$ cat config.mk
export PLATFORM = sky130hd
export DESIGN_NAME = shift_right_arbiter
export DESIGN_NICKNAME = d
export VERILOG_FILES = /design/src/rtl/shift_arb_pkg.sv /design/src/rtl/shift_right.sv /design/src/rtl/shift_right_arbiter.sv
export SDC_FILE = /design/constraint.sdc
export NUM_CORES = 1
export LEC_CHECK = 0
export CORE_ASPECT_RATIO = 1.75
export CORE_UTILIZATION = 50
export CTS_CLUSTER_DIAMETER = 40
export DETAILED_ROUTE_END_ITERATION = 8
export DONT_BUFFER_PORTS = 1
export PLACE_DENSITY = 0.75
export RECOVER_POWER = 50
export SLEW_MARGIN = 15
export SYNTH_ARGS = -nofsm -noshare
export SYNTH_HDL_FRONTEND = slang
export SYNTH_SLANG_ARGS = --single-unit
$ cat constraint.sdc
create_clock -name clk -period 3.84 [get_ports clk]
set_input_delay 0.768 -clock clk [delete_from_list [all_inputs] [get_ports clk]]
set_output_delay 0.768 -clock clk [all_outputs]
set_load 0.03 [all_outputs]
$ cat src/rtl/shift_arb_pkg.sv
// Shared definitions for the shift-right arbiter: id-width helper and default result layout.
package shift_arb_pkg;

    // Keeps id ports at least one bit wide even for degenerate requester counts.
    function automatic int unsigned clog2_safe(input int unsigned n);
        return (n <= 2) ? 1 : $clog2(n);
    endfunction

    localparam int unsigned DefN = 16;
    localparam int unsigned DefS = 4;
    localparam int unsigned DefR = 4;

    typedef struct packed {
        logic [DefN-1:0]                  data;
        logic                             sticky;
        logic [clog2_safe(DefR)-1:0]      src;
    } shift_res_t;

endpackage

$ cat src/rtl/shift_right.sv
// Combinational logarithmic barrel shifter: logical right shift with zero fill at the MSB.
module shift_right #(
    parameter int unsigned N = 16,
    parameter int unsigned S = 4
) (
    input  logic [N-1:0] data,
    input  logic [S-1:0] shamt,
    output logic [N-1:0] result
);

    always_comb begin
        result = data;
        for (int unsigned k = 0; k < S; k++) begin
            if (shamt[k]) begin
                // Stages at or beyond the word width flush everything out.
                if ((64'd1 << k) >= 64'(N)) begin
                    result = '0;
                end else begin
                    result = result >> (32'd1 << k);
                end
            end
        end
    end

endmodule

$ cat src/rtl/shift_right_arbiter.sv
// Round-robin sharing of one shift_right datapath between R valid/ready requesters,
// registering the shifted word, sticky bit and source id on a single output channel.
module shift_right_arbiter
    import shift_arb_pkg::*;
#(
    parameter int unsigned N = DefN,
    parameter int unsigned S = DefS,
    parameter int unsigned R = DefR,
    localparam int unsigned IDW = clog2_safe(R)
) (
    input  logic           clk,
    input  logic           rst_n,
    input  logic [R-1:0]   req_valid,
    output logic [R-1:0]   req_ready,
    input  logic [R*N-1:0] req_data,
    input  logic [R*S-1:0] req_shamt,
    output logic           out_valid,
    input  logic           out_ready,
    output logic [N-1:0]   out_data,
    output logic           out_sticky,
    output logic [IDW-1:0] out_src
);

    typedef struct packed {
        logic [N-1:0]   data;
        logic           sticky;
        logic [IDW-1:0] src;
    } res_t;

    res_t           res_q, res_d;
    logic           out_valid_q, out_valid_d;
    logic [IDW-1:0] rr_ptr_q, rr_ptr_d;

    logic           load_en, any_valid, xfer;
    logic [IDW-1:0] winner;
    logic [N-1:0]   sel_data, shifted;
    logic [S-1:0]   sel_shamt;
    logic           sel_sticky;

    // Returns {found, index} of the first valid requester at or after ptr, wrapping.
    function automatic logic [IDW:0] rr_pick(input logic [R-1:0] valid,
                                             input logic [IDW-1:0] ptr);
        int unsigned idx;
        logic [IDW:0] pick;
        pick = '0;
        for (int unsigned off = 0; off < R; off++) begin
            idx = 32'(ptr) + off;
            if (idx >= R) idx = idx - R;
            if (!pick[IDW] && valid[IDW'(idx)]) pick = {1'b1, IDW'(idx)};
        end
        return pick;
    endfunction

    assign load_en             = !out_valid_q || out_ready;
    assign {any_valid, winner} = rr_pick(req_valid, rr_ptr_q);
    assign xfer                = load_en && any_valid;

    always_comb begin
        req_ready = '0;
        sel_data  = '0;
        sel_shamt = '0;
        for (int unsigned i = 0; i < R; i++) begin
            if (winner == IDW'(i)) begin
                sel_data  = req_data[i*N +: N];
                sel_shamt = req_shamt[i*S +: S];
                req_ready[i] = xfer;
            end
        end
    end

    shift_right #(
        .N(N),
        .S(S)
    ) u_shift_right (
        .data  (sel_data),
        .shamt (sel_shamt),
        .result(shifted)
    );

    always_comb begin
        sel_sticky = 1'b0;
        for (int unsigned i = 0; i < N; i++) begin
            if (i < 32'(sel_shamt)) sel_sticky = sel_sticky | sel_data[i];
        end
    end

    always_comb begin
        res_d       = res_q;
        out_valid_d = out_valid_q;
        rr_ptr_d    = rr_ptr_q;
        if (xfer) begin
            res_d       = '{data: shifted, sticky: sel_sticky, src: winner};
            out_valid_d = 1'b1;
            rr_ptr_d    = (winner == IDW'(R - 1)) ? '0 : winner + 1'b1;
        end else if (out_ready) begin
            out_valid_d = 1'b0;
        end
    end

    always_ff @(posedge clk or negedge rst_n) begin
        if (!rst_n) begin
            res_q       <= '0;
            out_valid_q <= 1'b0;
            rr_ptr_q    <= '0;
        end else begin
            res_q       <= res_d;
            out_valid_q <= out_valid_d;
            rr_ptr_q    <= rr_ptr_d;
        end
    end

    assign out_valid  = out_valid_q;
    assign out_data   = res_q.data;
    assign out_sticky = res_q.sticky;
    assign out_src    = res_q.src;

endmodule
==> results of run 1 <==
## layer usage
metal | part of all wire, % | vias to the layer above | GRT usage (%)
met5 | 0 | - | 0
met4 | 1.3 | 0 | 12.5
met3 | 5.8 | 8 | 4.59
met2 | 54 | 101 | 51.1
met1 | 39 | 1058 | 32.4
li1 | - | 1032 | -
## cell type report
type | instances | area, um^2 | share of cell area [%]
multi-input combinational | 215 | 1500 | 65.2
inverter | 5 | 18.8 | 0.813
sequential | 22 | 551 | 23.9
tap | 49 | 61.3 | 2.66
clock buffer | 3 | 41.3 | 1.79
clock inverter | 1 | 30.0 | 1.30
timing repair buffer | 14 | 101 | 4.39
## cells in the mapped netlist (2+ instances only)
library cell   n  area (um^2)
a221o_1        2         20.0
nor2_1        29          109
and2_1         4         25.0
o221a_2        3         33.8
o2111ai_1      2         17.5
nand2b_1       4         25.0
o221ai_1       5         43.8
inv_1          5         18.8
nor2b_1        2         12.5
o21ai_0       13         65.1
buf_2          5         25.0
nand2_1       20         75.1
dfrtp_1       22          551
ha_1           4         50.1
buf_1          2         7.51
a211oi_1       3         22.5
nand3_1        3         15.0
or2b_1         2         15.0
o22ai_1       18          113
a22o_1         7         61.3
mux2i_1       31          310
nor3_1         6         30.0
clkbuf_1      13         48.8
o31ai_1        2         15.0
a311oi_1       2         17.5
a221oi_1      16          140
a21oi_1        9         45.0
a21o_1         2         15.0
o22a_1         2         17.5
nand3b_1       2         15.0
a22oi_1        5         37.5
## worst max path at each step
| stage | from | end | slack (ns) | cells past startpoint |
|---|---|---|---|---|
| after floorplan | req_valid[1] | out_sticky$_DFFE_PN0P_ | 0.40 | 13 |
| after global placement | req_valid[1] | out_data[1]$_DFFE_PN0P_ | -0.22 | 11 |
| after detailed placement | req_valid[1] | out_data[1]$_DFFE_PN0P_ | -0.36 | 11 |
| after CTS | rr_ptr_q[0]$_DFFE_PN0P_ | out_sticky$_DFFE_PN0P_ | 0.29 | 14 |
| after global routing | rr_ptr_q[0]$_DFFE_PN0P_ | out_sticky$_DFFE_PN0P_ | 0.04 | 14 |
| final | rr_ptr_q[0]$_DFFE_PN0P_ | out_sticky$_DFFE_PN0P_ | 0.33 | 14 |
## through the flow
stage	setup WS [ns]	util, %	power [W]	hold slack, ns
3_5_place_dp	-0.364	53.7	0.00239	0.473
3_3_place_gp	-0.220	53.7	0.00236	0.473
2_1_floorplan	0.403	-	0.00202	0.472
4_1_cts	0.287	55.5	0.00261	0.187
6_report	0.326	55.6	0.00263	0.187
5_1_grt	0.0352	55.6	0.00285	0.179
## cells in the final DEF (no fill, tap or decap), types with 2 or more instances in the layout
cell and n:
a221oi_1 16, or2b_1 2, nor2_1 28, o22ai_1 18, a211oi_1 3, o2111ai_1 2
dfrtp_1 22, ha_1 4, nand2_1 20, a22oi_1 5, nor3_1 6, nand3b_1 2
and2_1 4, mux2i_1 31, inv_1 5, a221o_1 2, a21oi_1 9, o21ai_0 13
o221a_2 3, o221ai_1 5, o22a_1 2, buf_4 13, o31ai_1 2, clkbuf_8 3
nand3_1 3, nand2b_1 4, a21o_1 2, a22o_1 7, a311oi_1 2
## where the power goes
| part | total (W) | internal, W | switching (W) |
|---|---|---|---|
| clock network | 0.000215 | 0.000139 | 0.0000755 |
| registers | 0.000549 | 0.000321 | 0.000227 |
| logic | 0.00187 | 0.000752 | 0.00112 |
## cells by family after synthesis
group / after synthesis / share of synthesized area [%]
adder cells (fa/ha/maj): 5 / 2.82
AND/OR/NAND/NOR: 77 / 16.5
flip-flops: 22 / 25.4
AO/OA/AOI/OAI: 101 / 34.6
multiplexers: 32 / 14.8
buffers and inverters: 27 / 5.82
## worst max-delay path, cell delays in order (launching register included)
cell and delay (ns):
dfrtp_1 0.38, inv_1 0.11, a2bb2oi_1 0.17, o221ai_1 0.18
nor2_2 0.18, inv_1 0.07, buf_4 0.13, ha_1 0.22
or2_0 0.31, buf_4 0.24, a221oi_1 0.32, nor2_1 0.16
or4_1 0.53, a211oi_1 0.21, o221ai_1 0.17
## sequential cells by signal, summed over array words and instances, names as in the netlist
register / count
out_data: 16
out_src: 2
out_sticky: 1
out_valid: 1
rr_ptr_q: 2
## timing repair
| action | 4_1_cts | 5_1_grt |
|---|---|---|
| pin swaps | 0 | 0 |
| resized for setup | 1 | 2 |
| endpoints found under the setup margin | 5 | 4 |
| cloned | 0 | 0 |
==> flow_summary.ini, run 1 <==
[clock_tree]
clock_sinks = 22
cts-buffers-inserted = 3
htreeDepth = 1
worstSkewPairLatency_ns = 0.26
root_buffer = clkbuf_8
cts_tree = built
cts_hold_buffers = 0
cts_setup_buffers = 0
clk_pin_slew_worst_paths_ns = 0.08
clockBufferDepth = 2

[pwr]
p_per_area_nw_per_um2 = 1140
ir_worst_vdd_v = 0.000706
p_leak_nw = 0.946

[sta]
final_max_slew_viol_count = 0
max_slew_margin_pct = 57.4
max_freq_ghz = 0.285
setup_viol = 0
hold_viol = 0
finalCritPeriodShare_pct = 91.5
tns_ns = 0
worstMarginPinSlew_ns = 0.637
grt_setup_unrepaired = no
skew_ns = 0.00252
period_needed_ns = 3.51

[routing]
via_per_inst = 7.12
routed_wl_um = 6420
drc_errors = 0
num_vias = 2199
ant_nets = 0
first_iter_violations = 62
dr.pass1.iters = 4
routedWlPerCell_um = 20.8

[synth]
async_flop_share_pct = 100
ys_types = 50
seq_area_frac_synth_pct = 25.4
yosys_register_bits = 22
synth_ff_type = dfrtp_1
synth_edf_count = 0
ys.warnings.count = 0
syn-cell-area_um2 = 2170
avgSynthCellArea_um2 = 8.22
syn-num-nets = 355
syn_inst = 264

[finish]
final_area_um2 = 2310
diodes = 0
fill_cells = 398
finalNonFillerCells = 309
layout.nets = 352
layout-drive-gt1-share_pct = 10.4
area_growth_pct = 6.28

[placed_design]
io_buffer_count = 0
globalplace.congestion = 0.957
place_inst = 305
place_area_um2 = 2230
dp_hpwl_um = 5060

[grt]
grt_start_max_net_pins = 24
grtUsageTotal_pct = 28.5
grt_pass1_wl_um = 9890
gr-total-overflow = 0
antenna_found_initial = 0
grt_pass1_vias = 2104

[worst_setup_path]
worstReg2RegStart = rr_ptr_q[0]$_DFFE_PN0P_
arrival_ns = 3.65
r2r_cells = 14
critical_path_class = flip-flop to flip-flop
crit_path_max_fanout = 19
cp.required_ns = 3.97
r2r_setup_slack_ns = 0.33
cp-start-kind = flip-flop
r2r-end = out_sticky$_DFFE_PN0P_
end_kind = flip-flop

[floorplan]
num_rows = 31
pin_count = 111
die_w_um = 51.8
die-area_um2 = 4620
die_h_um = 89.2
core_um2 = 4150
floorplan.initialDensity_pct = 52.3

[outcome]
status = completed

[min_path]
min_path_type = input pin to asynchronous set/reset pin

[run]
cap_violations = 0
Power figures use the tool's default switching activity.
==> run 2: changes to the inputs <==
- CTS_CLUSTER_SIZE: not set -> 28
==> results of run 2 <==
The final DEF is identical to that of run 1; final timing and power are the same.
==> run 3: changes to the inputs <==
- CORE_UTILIZATION: 50 -> 35
- CTS_BUF_LIST: not set -> sky130_fd_sc_hd__clkbuf_4
- PLACE_DENSITY: 0.75 -> 0.59
- clock period: 3.84 -> 3.3 ns (I/O delays scaled with it)
==> run 3 against run 2 <==
  * Final area grew 15%
  * Cell count is 20% higher
  * Clock power fell by 42%
  * Register-to-register slack worse by 0.12 ns
  * Clock-buffer cell count did not move
  * Worst hold slack worse by 0.16 ns
==> flow_summary.ini, run 3 (same netlist as run 1, synthesis figures left out) <==
[outcome]
status = completed

[sta]
hold_viol = 0
final_max_slew_viol_count = 0
period_needed_ns = 3.12
finalCritPeriodShare_pct = 94.7
grt_setup_unrepaired = no
skew_ns = 0.00318
max_freq_ghz = 0.320
max_slew_margin_pct = 63.1
setup_viol = 0
worstMarginPinSlew_ns = 0.551

[pwr]
p_per_area_nw_per_um2 = 1310
p_total_w = 0.00346
ir_worst_vdd_v = 0.000479
p_leak_nw = 1.11

[floorplan]
die_w_um = 61.5
die_h_um = 106
num_rows = 37
die-area_um2 = 6530
pin_count = 111
floorplan.initialDensity_pct = 36.6
core_um2 = 5930

[grt]
antenna_found_initial = 1
gr-total-overflow = 0
grt_pass1_wl_um = 10800
grt_pass1_vias = 2274
grtUsageTotal_pct = 21.6
grt_start_max_net_pins = 24

[routing]
dr_wl_met2_um = 3780
routed_wl_um = 7190
wl_met1_um = 2830
dr_wl_met3_um = 363
first_iter_violations = 92
dr.pass1.iters = 4
top_layer_used = met4
routedWlPerCell_um = 19.3
via_per_inst = 6.19
num_vias = 2304
drc_errors = 0
ant_nets = 0

[clock_tree]
clockBufferDepth = 2
clock_sinks = 22
cts-buffers-inserted = 3
clk_pin_slew_worst_paths_ns = 0.11
root_buffer = clkbuf_4
htreeDepth = 1
worstSkewPairLatency_ns = 0.31
cts_tree = built

[placed_design]
place_area_um2 = 2490
io_buffer_count = 0
place_inst = 360
dp_hpwl_um = 5660
globalplace.congestion = 0.871

[worst_setup_path]
crit_path_cell_trace = nor4_1 -> nor2_2 -> ha_1 -> buf_4 -> a221o_1 -> and2_2 -> mux2i_2 -> a221o_1 -> o311ai_1
cp-start-kind = input pin
crit_path_start = req_valid[1]
critical_path_class = input pin to flip-flop
crit_path_max_fanout = 22
arrival_ns = 3.33
crit_path_max_incr_delay_ns = 0.49
critPathMostFrequentCell = a221o_1
cp_slowest_cell = nor4_1
end_kind = flip-flop
cp.required_ns = 3.50
r2r_cells = 12
worstReg2RegStart = rr_ptr_q[1]$_DFFE_PN0P_

[finish]
final_area_um2 = 2650
layout.nets = 385
layout-drive-gt1-share_pct = 25.6
mostFrequentLayoutCells = 43 x buf_4, 30 x mux2i_1, 26 x nor2_1
largest_register_ffs = 16
area_growth_pct = 21.8
finalNonFillerCells = 372
final_common_cell = buf_4
fill_cells = 616

[run]
cap_violations = 0

[min_path]
min_path_type = input pin to asynchronous set/reset pin
-- run 3: path summary, 6_finish.rpt --
path	endpoint	slack [ns]
setup / recovery	out_data[3]$_DFFE_PN0P_	0.18
hold / removal	out_sticky$_DFFE_PN0P_	0.03
setup reg to reg	out_data[3]$_DFFE_PN0P_	0.21
hold reg to reg	rr_ptr_q[0]$_DFFE_PN0P_	0.59
max in group asynchronous	rr_ptr_q[1]$_DFFE_PN0P_	2.15
min in group clk	out_valid$_DFFE_PN0P_	0.57
-- run 3: worst max-delay path: cells and delay by family --
| family | cells | cell delay, ns |
|---|---|---|
| buf+inv | 1 | 0.22 |
| fa+ha+maj | 1 | 0.25 |
| compound gates | 3 | 1.09 |
| mux | 1 | 0.20 |
| simple gates | 3 | 0.90 |
-- run 3: stage by stage --
| step | TNS, ns | setup slack [ns] | hold slack (ns) | utilization (%) |
|---|---|---|---|---|
| floorplan | 0 | 0.0161 | 0.364 | - |
| global placement | 0 | 0.0188 | 0.365 | 42.1 |
| detailed placement | -0.234 | -0.0750 | 0.365 | 42.1 |
| CTS | 0 | 0.0391 | 0.00884 | 42.5 |
| global route | 0 | 0.00151 | 0.00657 | 44.6 |
| finish | 0 | 0.175 | 0.0282 | 44.6 |
-- run 3: final cells by class --
class / count / area, um^2 / area share (%)
Antenna cell: 1 / 2.50 / 0.0946
Clock buffer: 3 / 22.5 / 0.851
Inverter: 5 / 18.8 / 0.710
Sequential cell: 22 / 552 / 20.9
Multi-Input combinational cell: 216 / 1580 / 59.6
Timing Repair Buffer: 46 / 373 / 14.1
Clock inverter: 1 / 3.75 / 0.142
Tap cell: 78 / 97.6 / 3.69
-- run 3: where the power goes --
| part | total (W) | switching (W) | internal (W) |
|---|---|---|---|
| Clock | 0.000125 | 0.0000808 | 0.0000442 |
| Combinational | 0.00269 | 0.00145 | 0.00124 |
| Sequential | 0.000638 | 0.000263 | 0.000375 |
| Total | 0.00346 | 0.00179 | 0.00166 |
-- run 3: metal layers --
layer / GRT usage [%] / vias to the layer above
met5: 0 / -
met4: 8.89 / 0
met3: 2.92 / 17
met2: 37.3 / 86
met1: 25.7 / 1102
li1: - / 1099
-- run 3: repair_timing --
| item | in CTS | in global routing |
|---|---|---|
| setup endpoints to repair | 0 | 17 |
| resized for setup | 0 | 18 |
| hold endpoints to repair | 0 | 12 |
| setup buffers | 0 | 5 |
| hold buffers | 0 | 1 |
